File: config.mk
export PLATFORM = sky130hd
export DESIGN_NAME = axi_read_reorder_buffer
export DESIGN_NICKNAME = d
export VERILOG_FILES = /design/src/rtl/axi_read_reorder_buffer.sv
export SDC_FILE = /design/constraint.sdc
export NUM_CORES = 1
export LEC_CHECK = 0
export BUFFER_PORTS_ARGS = -buffer_cell sky130_fd_sc_hd__clkbuf_2
export CAP_MARGIN = 20
export CORE_MARGIN = 10
export CORE_UTILIZATION = 43
export CTS_CLUSTER_DIAMETER = 30
export CTS_CLUSTER_SIZE = 20
export DETAILED_ROUTE_END_ITERATION = 12
export GPL_TIMING_DRIVEN = 1
export PLACE_DENSITY = 0.68
export SYNTH_ARGS = -nofsm -noshare
export SYNTH_HDL_FRONTEND = slang
export SYNTH_SLANG_ARGS = --single-unit
File: constraint.sdc
create_clock -name clk -period 17.4 [get_ports clk]
set_clock_uncertainty 0.1 [all_clocks]
set_input_delay 3.48 -clock clk [delete_from_list [all_inputs] [get_ports clk]]
set_output_delay 3.48 -clock clk [all_outputs]
set_load 0.05 [all_outputs]
File: src/rtl/axi_read_reorder_buffer.sv
// AXI read reorder buffer: buffers out-of-order slave read data per ID
// and returns it to the master in AR acceptance order.
module axi_read_reorder_buffer #(
   parameter int ADDR_WIDTH = 32,
   parameter int DATA_WIDTH = 32,
   parameter int ID_WIDTH   = 4,
   parameter int DEPTH      = 8
) (
   input  logic                      clk,
   input  logic                      rst,
   input  logic [ADDR_WIDTH-1:0]     up_araddr,
   input  logic [ID_WIDTH-1:0]       up_arid,
   input  logic                      up_arvalid,
   output logic                      up_arready,
   output logic [ADDR_WIDTH-1:0]     dn_araddr,
   output logic [ID_WIDTH-1:0]       dn_arid,
   output logic                      dn_arvalid,
   input  logic                      dn_arready,
   input  logic [DATA_WIDTH-1:0]     dn_rdata,
   input  logic [ID_WIDTH-1:0]       dn_rid,
   input  logic                      dn_rvalid,
   output logic                      dn_rready,
   output logic [DATA_WIDTH-1:0]     up_rdata,
   output logic [ID_WIDTH-1:0]       up_rid,
   output logic                      up_rvalid,
   input  logic                      up_rready,
   output logic [$clog2(DEPTH):0]    outstanding,
   output logic                      id_error
);

   localparam int NSLOT = 2 ** ID_WIDTH;
   localparam int PW    = $clog2(DEPTH);
   localparam int CW    = PW + 1;
   localparam logic [CW-1:0] FULL = CW'(DEPTH);

   logic [ID_WIDTH-1:0]   fifo [DEPTH];
   logic [DATA_WIDTH-1:0] slot [NSLOT];
   logic [PW-1:0]         wptr, rptr;
   logic [CW-1:0]         cnt;
   logic [NSLOT-1:0]      pending, slot_valid;
   logic [NSLOT-1:0]      pend_n, sv_n;
   logic [ID_WIDTH-1:0]   head;
   logic                  accept_ok, ar_hs, r_in, r_good, pop;

   assign head      = fifo[rptr];
   assign accept_ok = (cnt < FULL) && !pending[up_arid];

   assign dn_araddr  = up_araddr;
   assign dn_arid    = up_arid;
   assign dn_arvalid = up_arvalid & accept_ok;
   assign up_arready = dn_arready & accept_ok;
   assign dn_rready  = !slot_valid[dn_rid];

   assign up_rvalid = (cnt != '0) && slot_valid[head];
   assign up_rid    = head;
   assign up_rdata  = slot[head];

   assign ar_hs  = dn_arvalid & dn_arready;
   assign r_in   = dn_rvalid & dn_rready;
   assign r_good = r_in & pending[dn_rid];
   assign pop    = up_rvalid & up_rready;

   assign outstanding = cnt;

   // Head slot is valid when popped, so it never collides with a new write.
   always_comb begin
      pend_n = pending;
      sv_n   = slot_valid;
      if (ar_hs)
         pend_n[up_arid] = 1'b1;
      if (r_good)
         sv_n[dn_rid] = 1'b1;
      if (pop) begin
         pend_n[head] = 1'b0;
         sv_n[head]   = 1'b0;
      end
   end

   always_ff @(posedge clk) begin
      if (rst) begin
         wptr       <= '0;
         rptr       <= '0;
         cnt        <= '0;
         pending    <= '0;
         slot_valid <= '0;
         id_error   <= 1'b0;
      end else begin
         pending    <= pend_n;
         slot_valid <= sv_n;
         if (ar_hs)
            wptr <= wptr + 1'b1;
         if (pop)
            rptr <= rptr + 1'b1;
         case ({ar_hs, pop})
            2'b10:   cnt <= cnt + 1'b1;
            2'b01:   cnt <= cnt - 1'b1;
            default: cnt <= cnt;
         endcase
         if (r_in && !pending[dn_rid])
            id_error <= 1'b1;
      end
   end

   always_ff @(posedge clk) begin
      if (ar_hs)
         fifo[wptr] <= up_arid;
      if (r_good)
         slot[dn_rid] <= dn_rdata;
   end

endmodule

* Word level (Yosys, flattened, before mapping) *
Memories as Yosys holds them, arrays and structs flattened. A register that Yosys moved wholly into a read port is not among the register bits.
Cells that the tools add are included.

storage, ports and cells
  bits in registers = 43
  bits in writable memories = 544
  bits of input ports = 78
  output and inout bits = 81
  logic and storage cells = 68
  memories = 2

memories
  memory  words  bits a word  read ports  clocked after memory_dff  wr ports  RTL line  RTL
  slot    16     32           1           0                         1         37        logic [DATA_WIDTH-1:0] slot [NSLOT];
  fifo    8      4            1           1                         1         36        logic [ID_WIDTH-1:0] fifo [DEPTH];

operators by class
  add/subtract/negate cells = 4
  $lt $le $gt $ge = 7
  equality and inequality tests = 2
  muxes and demuxes = 25
  bitwise gates (word level) = 11
  reduce and logical (&&, ||, !) cells = 11

operators by type and width
  cell                                                                                 number
  16-bit 2-to-1 mux                                                                    4
  16-bit AND                                                                           2
  16-bit bitwise OR                                                                    2
  1-bit binary-select mux with 4-bit select                                            4
  16-bit inverter                                                                      1
  4-bit by 5-bit less-than comparator with 1-bit output, second input constant         3
  1-bit demux with 4-bit select                                                        3
  4-bit by 1-bit greater-or-equal comparator with 1-bit output, second input constant  3
  1-bit 2-to-1 mux                                                                     11
  4-bit one-hot mux with 2 select lines                                                1
  3-bit by 1-bit adder with 3-bit output, second input constant                        2
  1-bit AND                                                                            6
  1-bit logical AND                                                                    6
  3-bit 2-to-1 mux                                                                     2
  4-bit by 1-bit adder with 4-bit output, second input constant                        1
  4-bit less-than comparator, second input constant                                    1
  4-bit nonzero test                                                                   1
  4-bit by 1-bit subtractor with 4-bit output, second input constant                   1
  1-bit zero test                                                                      3
  2-bit by 1-bit == test with 1-bit output, second input constant                      1
  2-bit == test, second input constant                                                 1
  2-bit nonzero test                                                                   1

* Depth between registers and ports, before layout *
  depth after elaboration = 9
  depth in mapped cells = 16
  mapped depth without buffers = 15

* Least setup slack after synthesis *
OpenSTA, ideal clock, no wires.

  path kind = input-to-output
  from = in up_arid[0]
  to = out up_arready
  data arrival time = 5.785 ns
  required time = 13.820 ns
  setup slack = 8.035 ns
  stages on the path = 4
  buffers on the path = 1
  cell sequence = buf_6 > mux4_1 > mux4_2 > nor3b_1

on the way
  longest elaborated chain between the ends = 5

ends and longest elaborated chain
  element                                    RTL line  RTL
  start, declared                            12        input logic [ID_WIDTH-1:0] up_arid,
  1-bit binary-select mux with 4-bit select  46        assign accept_ok = (cnt < FULL) && !pending[up_arid];
  1-bit 2-to-1 mux (implied by the code)     46
  1-bit zero test                            46
  1-bit logical AND                          46
  1-bit AND                                  51        assign up_arready = dn_arready & accept_ok;
  end, declared                              14        output logic up_arready,

No other way between the ends. The select of a mux whose other input is x is not followed.

==> impl_metrics.json <==
{
  "postCtsSetupBuffers": 0,
  "tightest_slew_ns": 1.05,
  "rsz0062_at_grt": "false",
  "switching_share_pct": 23.7,
  "layout_common_cells": "edfxtp_1, nand2_1, nand3_1, clkbuf_16, a311oi_1",
  "power_switching_mw": 0.974,
  "status": "finished, final reports clean",
  "clock_sinks": 590,
  "place.gp.congestion": 0.830,
  "setup_tns_ns": 0,
  "min_period_over_period_pct": 53.1,
  "cell_area_after_synthesis_mm2": 0.0243,
  "cts-htree-levels": 3,
  "hold_start": "id_error",
  "power.internal_mw": 3.13,
  "cts.hold.buffers_added": 0,
  "cap_violations": 0,
  "hpwlAfterDp_um": 30800,
  "power.share.clock_pct": 54.4,
  "antenna_found_initial": 1,
  "cp_cell_sequence": "mux2i_1 -> mux4_4 -> inv_8 -> buf_4 -> nand2_1 -> and3_1 -> a311oi_1 -> a31oi_1 -> a21oi_1 -> clkbuf_2",
  "leading_cell_type_in_the_layout_fill_and_taps_excluded": "edfxtp_1",
  "largest_net_degree_at_the_start_of_global_routing": 172,
  "p_per_area_mw_per_mm2": 140,
  "synth_seq_cells": 590,
  "timing.critical_path.depth": 10,
  "max-vdd-ir-drop_mv": 0.0782,
  "detail_route.iter0.violations": 1598,
  "crit_path_start_kind": "register",
  "antennaDiodeCount": 0,
  "grt_pass1_vias": 15800,
  "top_level_ports": 159,
  "num_vias": 15900,
  "report.final.hold_viol_count": 0,
  "die-area_mm2": 0.0665,
  "seq_power_share_pct": 38.0,
  "die_width_um": 258,
  "groute.usage.overall_pct": 17.9,
  "tritoncts": "yes",
  "finalWirelength_um": 61400,
  "postLayoutCellArea_mm2": 0.0292,
  "drive_above_1_share_pct": 17.3,
  "cts.repair.resized": 0,
  "final_period_minus_worst_setup_slack_ns": 9.23,
  "post_synthesis_average_cell_area_um2": 12.9,
  "comb_power_share_pct": 7.7,
  "placementRows": 87,
  "routed_via_density": 5.66,
  "fmaxAchievable_ghz": 0.108,
  "core_area_mm2": 0.0562,
  "synth_async_sr_flop_share_pct": 0,
  "placedInstanceArea_mm2": 0.0253,
  "dp_worst_setup_slack_ns": 8.39,
  "setup_viol_count_final": 0,
  "cts.reportedPaths.clkPinSlew_ns": 0.05,
  "start_util_pct": 43.3,
  "maxSlewHeadroom_pct": 29.8,
  "worst-path-buf-inv": 3,
  "critPathMaxStageDelay_ns": 0.99,
  "drc_errors_left": 0,
  "holdPathStages": 2,
  "numCtsBuffers": 110,
  "synth_enable_flop_cells": 544,
  "yosys_most_used_dff": "edfxtp_1",
  "worstRegToRegCells": 15,
  "clk_latency_ns": 0.65,
  "report.final.slew_viol_count": 0,
  "number_of_warning_messages_in_the_yosys_log": 0,
  "cts_root_cell": "clkbuf_16",
  "critical_path_required_ns": 13.82,
  "holdCritPathClass": "register to register",
  "final.setup.worst_slack_ns": 8.17,
  "clock_tree.buffer_depth": 3,
  "floorplan.die.height_um": 258,
  "timing_worst_setup_path_type": "register to primary output",
  "critPathTopFamily": "buffers and inverters",
  "synth_nets": 1975,
  "yosysSeqAreaShare_pct": 70.9,
  "layout-area-overhead-vs-synth_pct": 20.1,
  "end_kind": "primary output",
  "total_iterations_of_the_first_detailed_routing_run": 7,
  "grt_remaining_overflow": 0,
  "syn-instance-count": 1892,
  "synth_cell_type_count": 54,
  "io_buffer_count": 94,
  "wire_length_of_the_first_global_routing_pass_um": 92900,
  "antenna_violating_nets_left": 0,
  "layout.nets": 2042,
  "leakagePower_nw": 10.2,
  "worst-endpoint-arrival_ns": 5.65,
  "critical_path_peak_fanout": 171,
  "routedWlPerCell_um": 21.9,
  "critPathSlowestCell": "mux4_4"
}
[per-stage QoR]
stage          std cells  power, mW  hold slack, ns  util (%)
4_1_cts             2810       4.13           0.380      52.0
6_report            2810       4.10           0.377      52.0
5_1_grt             2810       4.22           0.439      52.0
3_5_place_dp        2603       1.90           0.368      45.0
2_1_floorplan       1892       1.82           0.368         -
3_3_place_gp        2603       1.89           0.347      45.0
[flip-flops by register name, indices dropped and copies added (netlist names), named ones only]
signal,cells
slot,512
fifo,32
pending,16
slot_valid,16
outstanding,4
rptr,3
wptr,3
id_error,1
[power groups by stage]
stage | sequential [mW] | combinational, mW | clock [mW]
detailed placement | 1.58 | 0.315 | 0
floorplan | 1.59 | 0.238 | 0
finish | 1.56 | 0.314 | 2.23
CTS | 1.56 | 0.317 | 2.26
global placement | 1.58 | 0.309 | 0
global route | 1.56 | 0.339 | 2.33
[final cells by class]
type,count,area (um^2)
clock buffers,121,2830
clock inverters,86,1140
fillers,4647,26900
inverters,9,48.8
multi-input cells,1127,6340
flip-flops and latches,590,17300
well taps,756,946
repair buffers,121,673
[worst paths after layout]
| path | endpoint | slack, ns |
|---|---|---|
| min reg2reg | id_error | 0.38 |
| max reg2reg | outstanding[2] | 11.11 |
| max | up_rdata[21] | 8.17 |
| min | id_error | 0.38 |
[cell usage after synthesis (5+ instances only)]
| cell type | count | area, um^2 |
|---|---|---|
| clkbuf_1 | 101 | 379 |
| a311oi_1 | 103 | 902 |
| a21oi_1 | 56 | 280 |
| dfxtp_1 | 46 | 921 |
| nor2b_1 | 12 | 75.1 |
| and3_1 | 66 | 413 |
| edfxtp_1 | 544 | 16300 |
| nand2b_1 | 8 | 50.1 |
| nor4_1 | 7 | 43.8 |
| nand3_1 | 141 | 706 |
| buf_2 | 17 | 85.1 |
| mux2_2 | 7 | 78.8 |
| buf_1 | 8 | 30.0 |
| nor2_1 | 32 | 120 |
| nand2_1 | 524 | 1970 |
| buf_4 | 37 | 278 |
| nand3b_1 | 6 | 45.0 |
| mux2i_1 | 21 | 210 |
| mux4_2 | 14 | 315 |
| ha_1 | 5 | 62.6 |
| a211oi_1 | 7 | 52.6 |
| a31oi_1 | 44 | 275 |
| inv_1 | 6 | 22.5 |
| nor3_1 | 29 | 145 |
[worst reg2reg max path: cells and delay by family, from the launching register on]
kind	cells	cell delay [ns]
buffers and inverters	2	1.82
multiplexers	4	1.54
AND/OR/NAND/NOR	2	0.82
flip-flops	1	0.66
adder cells (fa/ha/maj)	2	0.54
AO/OA/AOI/OAI	3	0.37
XOR/XNOR	2	0.35
[routing by layer]
layer  wire length (um)  part of all wire (%)  GRT usage, %  up-vias
met4               1690                   2.7          7.78        2
li1                   -                     -             -     7190
met1              24800                    40          22.8     7909
met5                 20                 0.033             0        -
met2              30400                    49          29.5      665
met3               4520                   7.4          3.35      147
[kinds of logic after synthesis]
| group | after synthesis | share of synthesized area (%) |
|---|---|---|
| and+or+nand+nor | 849 | 15.6 |
| AOI/OAI and AO/OA | 220 | 6.55 |
| muxes | 47 | 3.01 |
| adders and majority gates | 5 | 0.257 |
| xor gates and xnor gates | 6 | 0.216 |
| DFF | 590 | 70.9 |
| buffers and inverters | 175 | 3.47 |
Note: power is estimated with default switching activity, not from simulation.
